[src/rtl/vdp_package.sv]
// Shared constants and helpers for the VDP interrupt controller slice.
// Line numbers are 9-bit to cover the full raw line range of a field.
package vdp_package;

  localparam logic [8:0] LINES_192           = 9'd192;
  localparam logic [8:0] LINES_212           = 9'd212;
  localparam logic [8:0] TOP_LINE_DEFAULT    = 9'd27;
  localparam logic [8:0] VBLANK_LINE_DEFAULT = LINES_212;
  localparam logic [8:0] RAW_LINE_MAX        = 9'd511;

  // Only the first 256 display lines can raise a line interrupt.
  function automatic logic line_match(
    input logic [8:0] display_line,
    input logic [7:0] vscroll,
    input logic [7:0] line_int
  );
    logic [7:0] scrolled;
    scrolled = display_line[7:0] + vscroll;
    return !display_line[8] && (scrolled == line_int);
  endfunction

endpackage

[src/rtl/vdp_line_counter.sv]
// Raw line counter, display-relative line and the compare strobe that
// marks the cycle in which display_line holds a freshly started line.
module vdp_line_counter
  import vdp_package::*;
#(
  parameter logic [8:0] TOP_LINE = TOP_LINE_DEFAULT
) (
  input  logic       clk,
  input  logic       reset,
  input  logic       frame_start,
  input  logic       line_start,
  output logic [8:0] display_line,
  output logic       line_strobe
);

  logic [8:0] raw_q, raw_d;
  logic [8:0] display_q, display_d;
  logic       event_q, event_d;
  logic       strobe_q, strobe_d;

  always_comb begin
    // NOTE: every always_comb output gets a default first so no path can infer a latch.
    raw_d = raw_q;
    if (frame_start) begin
      raw_d = '0;
    end else if (line_start && (raw_q != RAW_LINE_MAX)) begin
      raw_d = raw_q + 9'd1;
    end
    display_d = raw_q - TOP_LINE;
    event_d   = frame_start | line_start;
    strobe_d  = event_q;
  end

  // NOTE: sequential state uses non-blocking assignments so all flops update together.
  always_ff @(posedge clk) begin
    if (reset) begin
      raw_q     <= '0;
      display_q <= 9'd0 - TOP_LINE;
      event_q   <= 1'b0;
      strobe_q  <= 1'b0;
    end else begin
      raw_q     <= raw_d;
      display_q <= display_d;
      event_q   <= event_d;
      strobe_q  <= strobe_d;
    end
  end

  assign display_line = display_q;
  assign line_strobe  = strobe_q;

endmodule

[src/rtl/vdp_interrupt_controller.sv]
// Line (FH) and frame (F) interrupt flags with CPU read-clear and the
// registered active-low interrupt request to the slot.
module vdp_interrupt_controller
  import vdp_package::*;
#(
  parameter logic [8:0] TOP_LINE    = TOP_LINE_DEFAULT,
  parameter logic [8:0] VBLANK_LINE = VBLANK_LINE_DEFAULT
) (
  input  logic       clk,
  input  logic       reset,
  input  logic       frame_start,
  input  logic       line_start,
  input  logic       reg_ie0,
  input  logic       reg_ie1,
  input  logic       reg_212lines,
  input  logic [7:0] reg_line_int,
  input  logic [7:0] reg_vscroll,
  input  logic       status0_read,
  input  logic       status1_read,
  output logic       status_f,
  output logic       status_fh,
  output logic [8:0] display_line,
  output logic       int_n
);

  logic       line_strobe;
  logic [8:0] vblank_line;
  logic       line_hit, frame_hit;
  logic       status_f_q, status_f_d;
  logic       status_fh_q, status_fh_d;
  logic       int_n_q, int_n_d;

  vdp_line_counter #(
    .TOP_LINE (TOP_LINE)
  ) u_line_counter (
    .clk          (clk),
    .reset        (reset),
    .frame_start  (frame_start),
    .line_start   (line_start),
    .display_line (display_line),
    .line_strobe  (line_strobe)
  );

  always_comb begin
    vblank_line = reg_212lines ? VBLANK_LINE : LINES_192;
    line_hit    = line_strobe && line_match(display_line, reg_vscroll, reg_line_int);
    frame_hit   = line_strobe && (display_line == vblank_line);

    // A set in the same cycle as a read-clear wins, so no event is lost.
    status_fh_d = status_fh_q;
    if (status1_read) status_fh_d = 1'b0;
    if (line_hit)     status_fh_d = 1'b1;

    status_f_d = status_f_q;
    if (status0_read) status_f_d = 1'b0;
    if (frame_hit)    status_f_d = 1'b1;

    int_n_d = ~((status_fh_q & reg_ie0) | (status_f_q & reg_ie1));
  end

  always_ff @(posedge clk) begin
    if (reset) begin
      status_f_q  <= 1'b0;
      status_fh_q <= 1'b0;
      int_n_q     <= 1'b1;
    end else begin
      status_f_q  <= status_f_d;
      status_fh_q <= status_fh_d;
      int_n_q     <= int_n_d;
    end
  end

  assign status_f  = status_f_q;
  assign status_fh = status_fh_q;
  assign int_n     = int_n_q;

endmodule

[config.mk]
export PLATFORM = sky130hd
export DESIGN_NAME = vdp_interrupt_controller
export DESIGN_NICKNAME = d
export VERILOG_FILES = /design/src/rtl/vdp_package.sv /design/src/rtl/vdp_line_counter.sv /design/src/rtl/vdp_interrupt_controller.sv
export SDC_FILE = /design/constraint.sdc
export NUM_CORES = 1
export LEC_CHECK = 0
export ABC_AREA = 1
export BUFFER_PORTS_ARGS = -buffer_cell sky130_fd_sc_hd__buf_2
export CORE_MARGIN = 4
export CORE_UTILIZATION = 59
export CTS_BUF_LIST = sky130_fd_sc_hd__clkbuf_2 sky130_fd_sc_hd__clkbuf_4 sky130_fd_sc_hd__clkbuf_8
export DETAILED_ROUTE_END_ITERATION = 7
export PLACE_DENSITY_LB_ADDON = 0.3
export SLEW_MARGIN = 5
export SYNTH_ARGS = -nofsm -noshare
export SYNTH_HDL_FRONTEND = slang
export SYNTH_SLANG_ARGS = --single-unit
[constraint.sdc]
create_clock -name clk -period 3.7 [get_ports clk]
set_input_delay 0.37 -clock clk [delete_from_list [all_inputs] [get_ports clk]]
set_output_delay 0.37 -clock clk [all_outputs]
set_load 0.03 [all_outputs]
### After elaboration in Yosys (flattened, before gate mapping)

Index checks and enable logic that the tools add are counted.

| word-level totals | value |
|---|---|
| register bits after elaboration | 23 |
| input bits | 25 |
| output and inout bits | 12 |
| word-level logic and storage cells | 31 |

| cells by class | value |
|---|---|
| add/subtract/negate cells | 3 |
| eq/ne operators | 3 |
| muxes and demuxes | 5 |
| bitwise operators | 5 |
| reductions and logical operators | 8 |

Operator list:

| operator | count |
|---|---|
| 9-bit by 1-bit adder with 9-bit output, second input constant | 1 |
| 9-bit by 8-bit == test with 1-bit output | 1 |
| 9-bit inequality test, second input constant | 1 |
| 9-bit by 5-bit subtractor with 9-bit output, second input constant | 1 |
| 8-bit adder | 1 |
| 8-bit == test | 1 |
| 5-bit two-way mux | 1 |
| 1-bit logical AND | 4 |
| 1-bit two-way mux | 4 |
| 2-bit nonzero test | 2 |
| 1-bit bitwise AND | 2 |
| 1-bit bitwise OR | 2 |
| 2-bit OR reduction | 1 |
| 1-bit logical NOT | 1 |
| 1-bit NOT | 1 |

### Logic depth before layout (Yosys ltp)

Gate-level depths: netlist of run 1.

| depth | value |
|---|---|
| depth after elaboration | 5 |
| depth in mapped cells | 12 |
| depth with buffers taken out | 12 |

### Hierarchy

A second synthesis of run 1 with hierarchy kept.

| unflattened totals | value |
|---|---|
| cell total of the unflattened synthesis | 225 |
| area, all modules | 1500.2 µm² |

By module, submodules not included:

| module | instances | cells an instance | area each (µm²) |
|---|---|---|---|
| vdp_line_counter | 1 | 109 | 855.8 |
| vdp_interrupt_controller | 1 | 116 | 644.4 |

### Least setup slack after synthesis of run 1

No wires, ideal clock.

| timing | value |
|---|---|
| path type | register -> register |
| start point | reg u_line_counter.display_q[0] (netlist: u_line_counter.display_line[0]) |
| end point | reg status_fh_q (netlist: status_fh) |
| setup time | 66 ps |
| arrival | 1756 ps |
| data required time | 3634 ps |
| slack | 1878 ps |
| stages on the path, launching flop included | 12 |
| clock period less this slack | 1822 ps |
| cell sequence | dfxtp_1 > ha_1 > fa_1 > inv_1 > nand2_1 > nand2_1 > nand3_1 > nor2_1 > nand2_1 > nor2_1 > nand3_1 > a21oi_2 |

| between the ends | value |
|---|---|
| cells in the longest elaborated chain, start to end | 5 |
| elaborated cells on any way between the ends | 6 |
| classes of those cells | 1 x add/sub; 1 x eq/ne; 1 x mux; 3 x reduce/logical |

RTL lines:

| element | RTL line | RTL |
|---|---|---|
| start, declared | vdp_line_counter.sv:17 | `logic [8:0] display_q, display_d;` |
| start signal, assigned | vdp_line_counter.sv:38 | `display_q <= 9'd0 - TOP_LINE;` |
| start signal, assigned | vdp_line_counter.sv:43 | `display_q <= display_d;` |
| 8-bit adder * | vdp_package.sv:18 | `scrolled = display_line[7:0] + vscroll;` |
| 8-bit == test * | vdp_package.sv:19 | `return !display_line[8] && (scrolled == line_int);` |
| 1-bit logical AND * | vdp_package.sv:19 |  |
| 1-bit logical AND * | vdp_interrupt_controller.sv:46 | `line_hit = line_strobe && line_match(display_line, reg_vscroll, reg_line_int);` |
| 1-bit two-way mux or 2-bit nonzero test (tied branches) | - |  |
| end signal, assigned | vdp_interrupt_controller.sv:68 | `status_fh_q <= status_fh_d;` |
| end, declared | vdp_interrupt_controller.sv:30 | `logic status_fh_q, status_fh_d;` |

Every way passes the cells marked *; elsewhere a longest branch is shown, timed or not.
A chain may end at the register's enable or synchronous reset.

### Worst setup path in the final report of run 1

| timing | value |
|---|---|
| start point | reg u_line_counter.raw_q[0] |
| end point | reg u_line_counter.raw_q[7] |

| between the ends | value |
|---|---|
| cells in the longest elaborated chain, start to end | 2 |
| elaborated cells on any way between the ends | 3 |
| classes of those cells | 1 x add/sub; 1 x eq/ne; 1 x reduce/logical |

RTL lines:

| element | RTL line | RTL |
|---|---|---|
| start, declared | vdp_line_counter.sv:16 | `logic [8:0] raw_q, raw_d;` |
| start signal, assigned | vdp_line_counter.sv:42 | `raw_q <= raw_d;` |
| branches (longest 2 deep; another with 9-bit by 1-bit adder with 9-bit output) | - |  |

Parallel ways; which one is timed is not known.

==> flow_summary.json, run 1 <==
{
  "status": "finished, final reports clean",
  "ir_drop_v": 0.000317,
  "grt_max_degree": 14,
  "detail-route-antenna-nets": 0,
  "hold_path.class": "primary input to flip-flop",
  "crit_slowest_cell": "dfxtp_1",
  "core_area_sq_um": 2250,
  "synth_nets": 247,
  "period_share_pct": 52.7,
  "grt_pass1_vias": 1325,
  "cp_top_family": "simple AND/OR/NAND/NOR gates",
  "crit_fanout": 5,
  "io_buffers": 36,
  "syn_inst": 212,
  "cts_tree": "built",
  "drtIter0Drc": 30,
  "drt-total-wl_mm": 3.06,
  "fmax_mhz": 513,
  "worst_path_most_repeated_cell": "ha_1",
  "worst_slew_pin_slew_ps": 293,
  "cts_hold_buf": 0,
  "fin_area_sq_um": 1670,
  "dp_cells": 275,
  "clkTransAtPathRegs_ps": 120,
  "cp.arrival_ps": 2160,
  "synth_area_sq_um": 1430,
  "critPathRequiredTime_ps": 3910,
  "finalWorstSetupSlack_ps": 1750,
  "first_pass_iters": 4,
  "power_density_nw_per_um2": 270,
  "drv_cap": 0,
  "chipHeight_um": 57.3,
  "fin_skew_ps": 6.64,
  "n_fill_cell": 190,
  "antenna_found_initial": 0,
  "wire_per_inst_um": 11.0,
  "worst-path-buf-inv": 2,
  "crit_chain": "ha_1, nand4_1, nor3_1, ha_1, inv_1, nand2_2, clkinv_2, nand4_2, or2_4, o21ai_1, nor3b_2",
  "antenna_cells": 0,
  "finalSetupViolations": 0,
  "area_delta_synth_final_pct": 16.6,
  "cp_num_cells": 11,
  "die_area_sq_um": 3280,
  "drive_above_1_share_pct": 18.7,
  "place_area_sq_um": 1640,
  "rsz0062_at_grt": "no",
  "r2r_slack_ps": 1750,
  "synthFlopType": "dfxtp_1",
  "synth_cell_types": 29,
  "ys_async_sr_fraction_pct": 0,
  "final_cells": 279,
  "ff2ff_path_depth": 11,
  "gp_congestion": 0.891,
  "power.leakage_uw": 0.000896,
  "finalHoldViolations": 0,
  "viasPerCell": 5.11,
  "relSlewSlack_pct": 80.4,
  "cts_resized": 0,
  "cts-root-buf": "clkbuf_4",
  "endpoint_kind": "flip-flop",
  "chipWidth_um": 57.3,
  "num_io_pins": 37,
  "cts_sinks": 23,
  "syn_avg_cell_area_sq_um": 6.75,
  "cpPeakStageDelay_ps": 450,
  "cts-buffers-inserted": 3,
  "setup_tns_ps": 0,
  "hold_slack_ps": 294,
  "nNetsFinal": 287,
  "critical_path_class": "flip-flop to flip-flop",
  "whs_path_depth": 3,
  "ys_warn_count": 0,
  "grt_pass1_wl_mm": 5.36,
  "cp-start-kind": "flip-flop",
  "ys_seq_area_share_pct": 32.2,
  "num_vias": 1427,
  "period_minus_slack_ps": 1950,
  "drc_errors": 0,
  "overflow": 0,
  "cts_max_level": 1,
  "initial_core_util_pct": 63.5,
  "dp_slack_ps": 1770,
  "hpwl_mm": 2.60,
  "cts_setup_buffers": 0,
  "grtUsageTotal_pct": 20.0,
  "clockBufferDepth": 2,
  "synth-edff-count": 0,
  "placement_rows": 17,
  "synth-seq-cells": 23,
  "clk_latency_ps": 320,
  "slew_viol_final": 0
}
kinds of logic (layout without fill, tap and decap cells):
group                    Yosys count  in the layout  synth area share [%]
adder cells (fa/ha/maj)           10             10                  9.27
XOR/XNOR                           7              7                  4.28
AO/OA/AOI/OAI                     25             25                  9.88
buffers and inverters             36             75                  9.61
flip-flops                        23             23                  32.2
AND/OR/NAND/NOR                  111            111                  34.8
registers in the layout (all words and copies together) (netlist names):
signal and flops:
u_line_counter.line_strobe 1, u_line_counter.display_line 9, u_line_counter.raw_q 9, status_fh 1, u_line_counter.event_q 1, status_f 1
int_n 1
placed cells by master, fill, tap and decap left out:
master	instances
a21oi_2	1
o21ai_1	2
nor4b_1	1
xor2_1	5
nand3_1	20
xnor2_1	2
ha_1	9
clkinv_2	2
nand3b_1	4
o21a_1	1
a211oi_1	1
nor2_1	26
buf_2	36
nand4_1	1
nand2_2	1
nor3b_2	1
nand2_1	50
inv_1	34
or2_4	1
dfxtp_1	23
nor2_2	1
o21ai_0	6
nor3_1	3
nand4_2	1
a22o_1	1
o2111ai_1	1
nor4_1	1
a21oi_1	12
clkbuf_4	3
fa_1	1
per-layer routing:
layer  up-vias  GRT usage, %  wire [um]
li1        763             -          -
met1       631          24.7       1390
met2        28          36.9       1530
met3         5          1.36        110
met4         0          5.96         37
met5         -             0          0
stage by stage:
step	power, uW	util (%)
after detailed placement	344	72.8
after global routing	472	74.0
after floorplan	317	-
after global placement	341	72.8
final	451	74.0
after CTS	454	74.0
Yosys cell counts, drive strengths merged, types with 2 or more instances:
cell type | n | area share, %
nand2 | 51 | 14
inv | 34 | 8.9
nor2 | 27 | 7.3
dfxtp | 23 | 32
nand3 | 20 | 7.0
a21oi | 13 | 4.8
ha | 9 | 7.9
o21ai | 8 | 2.8
xor2 | 5 | 3.1
nand3b | 4 | 2.1
nor3 | 3 | 1.0
nand4 | 2 | 1.3
xnor2 | 2 | 1.2
final cells by class:
class	count	area, sq um	area share (%)
timing repair buffer	36	180	10.8
inverter	35	133	7.95
clock buffer	3	22.5	1.35
sequential	23	460	27.6
multi-input combinational	153	833	49.9
clock inverter	1	5.00	0.300
tap	28	35.0	2.10
report_power, final:
part	leakage [uW]	total (uW)	internal (uW)	switching, uW
clock	0.0000177	113	40.5	72.3
combinational	0.000692	82.6	34.7	47.9
sequential	0.000187	255	252	3.82
final timing paths:
kind                                     end                    start
hold reg to reg   u_line_counter.line_strobe   u_line_counter.event_q
hold / removal        u_line_counter.event_q              frame_start
setup reg to reg     u_line_counter.raw_q[7]  u_line_counter.raw_q[0]
setup / recovery     u_line_counter.raw_q[7]  u_line_counter.raw_q[0]
tightest hold or removal path, stage by stage:
cell	delay, ps
buf_2	90
nor2_1	40
nor2_1	80
Power figures use the tool's default switching activity.
==> inputs of run 2 (changes only) <==
--- a/config.mk
+++ b/config.mk
@@ -5,10 +5,10 @@
 export SDC_FILE = /design/constraint.sdc
 export NUM_CORES = 1
 export LEC_CHECK = 0
-export ABC_AREA = 1
+export ABC_AREA = 0
 export BUFFER_PORTS_ARGS = -buffer_cell sky130_fd_sc_hd__buf_2
 export CORE_MARGIN = 4
-export CORE_UTILIZATION = 59
+export CORE_UTILIZATION = 54
 export CTS_BUF_LIST = sky130_fd_sc_hd__clkbuf_2 sky130_fd_sc_hd__clkbuf_4 sky130_fd_sc_hd__clkbuf_8
 export DETAILED_ROUTE_END_ITERATION = 7
 export PLACE_DENSITY_LB_ADDON = 0.3
==> constraint.sdc (replaced) <==
create_clock -name clk -period 1.82 [get_ports clk]
set_input_delay 0.182 -clock clk [delete_from_list [all_inputs] [get_ports clk]]
set_output_delay 0.182 -clock clk [all_outputs]
set_load 0.03 [all_outputs]
==> flow_summary.json, run 2 <==
{
  "n_fill_cell": 161,
  "core_area_sq_um": 2280,
  "die_area_sq_um": 3340,
  "cp.arrival_ps": 2090,
  "ys_warn_count": 0,
  "drtIter0Drc": 49,
  "io_buffers": 36,
  "first_pass_iters": 4,
  "most-common-layout-cells": "buf_2, dfxtp_1, nor2_1",
  "fin_area_sq_um": 1780,
  "dp_slack_ps": -87.4,
  "viasPerCell": 5.89,
  "syn_avg_cell_area_sq_um": 9.05,
  "finalWorstSetupSlack_ps": -52.2,
  "num_io_pins": 37,
  "chipHeight_um": 57.8,
  "synth-seq-cells": 23,
  "finalSetupViolations": 1,
  "antenna_cells": 0,
  "drv_cap": 0,
  "synth_area_leaders": "dfxtp_1, ha_1, xor2_1",
  "ys_seq_area_share_pct": 34.4,
  "synth_most_common_cell": "dfxtp_1",
  "clockBufferDepth": 2,
  "cp-start-kind": "flip-flop",
  "synth-edff-count": 0,
  "fin_skew_ps": 13.3,
  "detail-route-antenna-nets": 0,
  "grtUsageTotal_pct": 20.0,
  "relSlewSlack_pct": 70.9,
  "power_density_nw_per_um2": 519,
  "period_minus_slack_ps": 1870,
  "finalHoldViolations": 0,
  "drc_errors": 0,
  "period_share_pct": 103,
  "status": "complete, but fails checks",
  "rsz0062_at_grt": "yes",
  "nNetsFinal": 232,
  "synth_cell_types": 40,
  "r2r_slack_ps": -50,
  "critical_path_class": "flip-flop to flip-flop",
  "yosys-top-cells-count": "dfxtp_1, nor2_1, xor2_1",
  "num_vias": 1319,
  "power.leakage_uw": 0.000751,
  "syn_inst": 148,
  "utilization_pct": 78.1,
  "grt_pass1_wl_mm": 5.11,
  "chipWidth_um": 57.8,
  "yosysTopAreaCell": "dfxtp_1",
  "hpwl_mm": 2.57,
  "wire_per_inst_um": 15.4,
  "gp_congestion": 0.860,
  "synth_area_sq_um": 1340,
  "synthFlopType": "dfxtp_1",
  "clkTransAtPathRegs_ps": 120,
  "grt_pass1_vias": 1250,
  "cts-root-buf": "clkbuf_4",
  "fmax_mhz": 534,
  "cts-buffers-inserted": 3,
  "grt_max_degree": 17,
  "drive_above_1_share_pct": 40.3,
  "synth_nets": 183,
  "cts_tree": "built",
  "critPathRequiredTime_ps": 2040,
  "area_delta_synth_final_pct": 32.8,
  "worst_slew_pin_slew_ps": 435,
  "hold_path.class": "primary input to flip-flop",
  "violations": "negative setup slack",
  "clk_latency_ps": 310,
  "final_common_cell": "buf_2",
  "initial_core_util_pct": 58.8,
  "ys_async_sr_fraction_pct": 0,
  "crit_fanout": 3,
  "cts_max_level": 1,
  "placement_rows": 17,
  "cts_sinks": 23,
  "endpoint_kind": "flip-flop",
  "synth_top_area_share_pct": 34.4,
  "antenna_found_initial": 0,
  "overflow": 0,
  "ir_drop_v": 0.000492,
  "place_area_sq_um": 1680,
  "drt-total-wl_mm": 3.46,
  "cts_hold_buf": 0,
  "slew_viol_final": 0
}
## run 2: cells by family (layout without fill, tap and decap cells)
logic type | after synthesis | in the layout | synth area share, %
adder cells (fa/ha/maj) | 10 | 10 | 9.91
AO/OA/AOI/OAI | 29 | 29 | 15.2
buffers and inverters | 7 | 55 | 2.15
flip-flops | 23 | 23 | 34.4
AND/OR/NAND/NOR | 57 | 57 | 22.7
XOR/XNOR | 20 | 20 | 14.1
multiplexers | 2 | 2 | 1.50
## run 2: what timing repair did
action	in CTS	in global routing
endpoints found under the hold margin	0	0
endpoints found under the setup margin	1	2
resized for setup	5	5
setup buffers	0	1
pin swaps	5	2
## run 2: worst max-delay path, cell delays in order, from the launching register on
cell and delay [ps]:
dfxtp_4 370, ha_4 160, fa_2 360, nand3_2 120
a21oi_1 110, a2111oi_2 370, nor4_2 100, a21o_1 190
## run 2: final timing paths
path | startpoint | endpoint | cells after the start
worst max-delay path | u_line_counter.display_line[0] | status_fh | 7
worst min-delay path | line_start | u_line_counter.event_q | 3
worst max register to register | u_line_counter.display_line[0] | status_fh | 7
worst min register to register | u_line_counter.event_q | u_line_counter.line_strobe | 1
## run 2: final cells by class
type	count	area [sq um]	area share, %
Clock buffer	3	22.5	1.27
Clock inverter	1	5.00	0.281
Inverter	1	3.75	0.211
Multi-Input combinational cell	118	956	53.8
Sequential cell	23	470	26.5
Tap cell	28	35.0	1.97
Timing Repair Buffer	50	285	16.0
## run 2: per-layer routing
| metal | up-vias | track usage (%) | wire length, um |
|---|---|---|---|
| li1 | 627 | - | - |
| met1 | 618 | 19.8 | 1230 |
| met2 | 57 | 38.5 | 1860 |
| met3 | 17 | 3.79 | 222 |
| met4 | 0 | 10.3 | 142 |
| met5 | - | 0 | 0 |
## run 2: stage by stage
stage          cells  hold slack (ps)  setup TNS [ps]  total power (uW)
6_report         224             92.3           -52.2               923
5_1_grt          224              100            -113               979
2_1_floorplan    148              254           -62.6               630
3_3_place_gp     219              395           -55.5               683
4_1_cts          223             86.0               0               920
3_5_place_dp     219              417           -87.4               691
## run 2: report_power, final
| part | internal, uW | switching, uW | total (uW) |
|---|---|---|---|
| logic | 93.4 | 93.7 | 187 |
| clock network | 82.0 | 140 | 222 |
| registers | 508 | 6.37 | 514 |
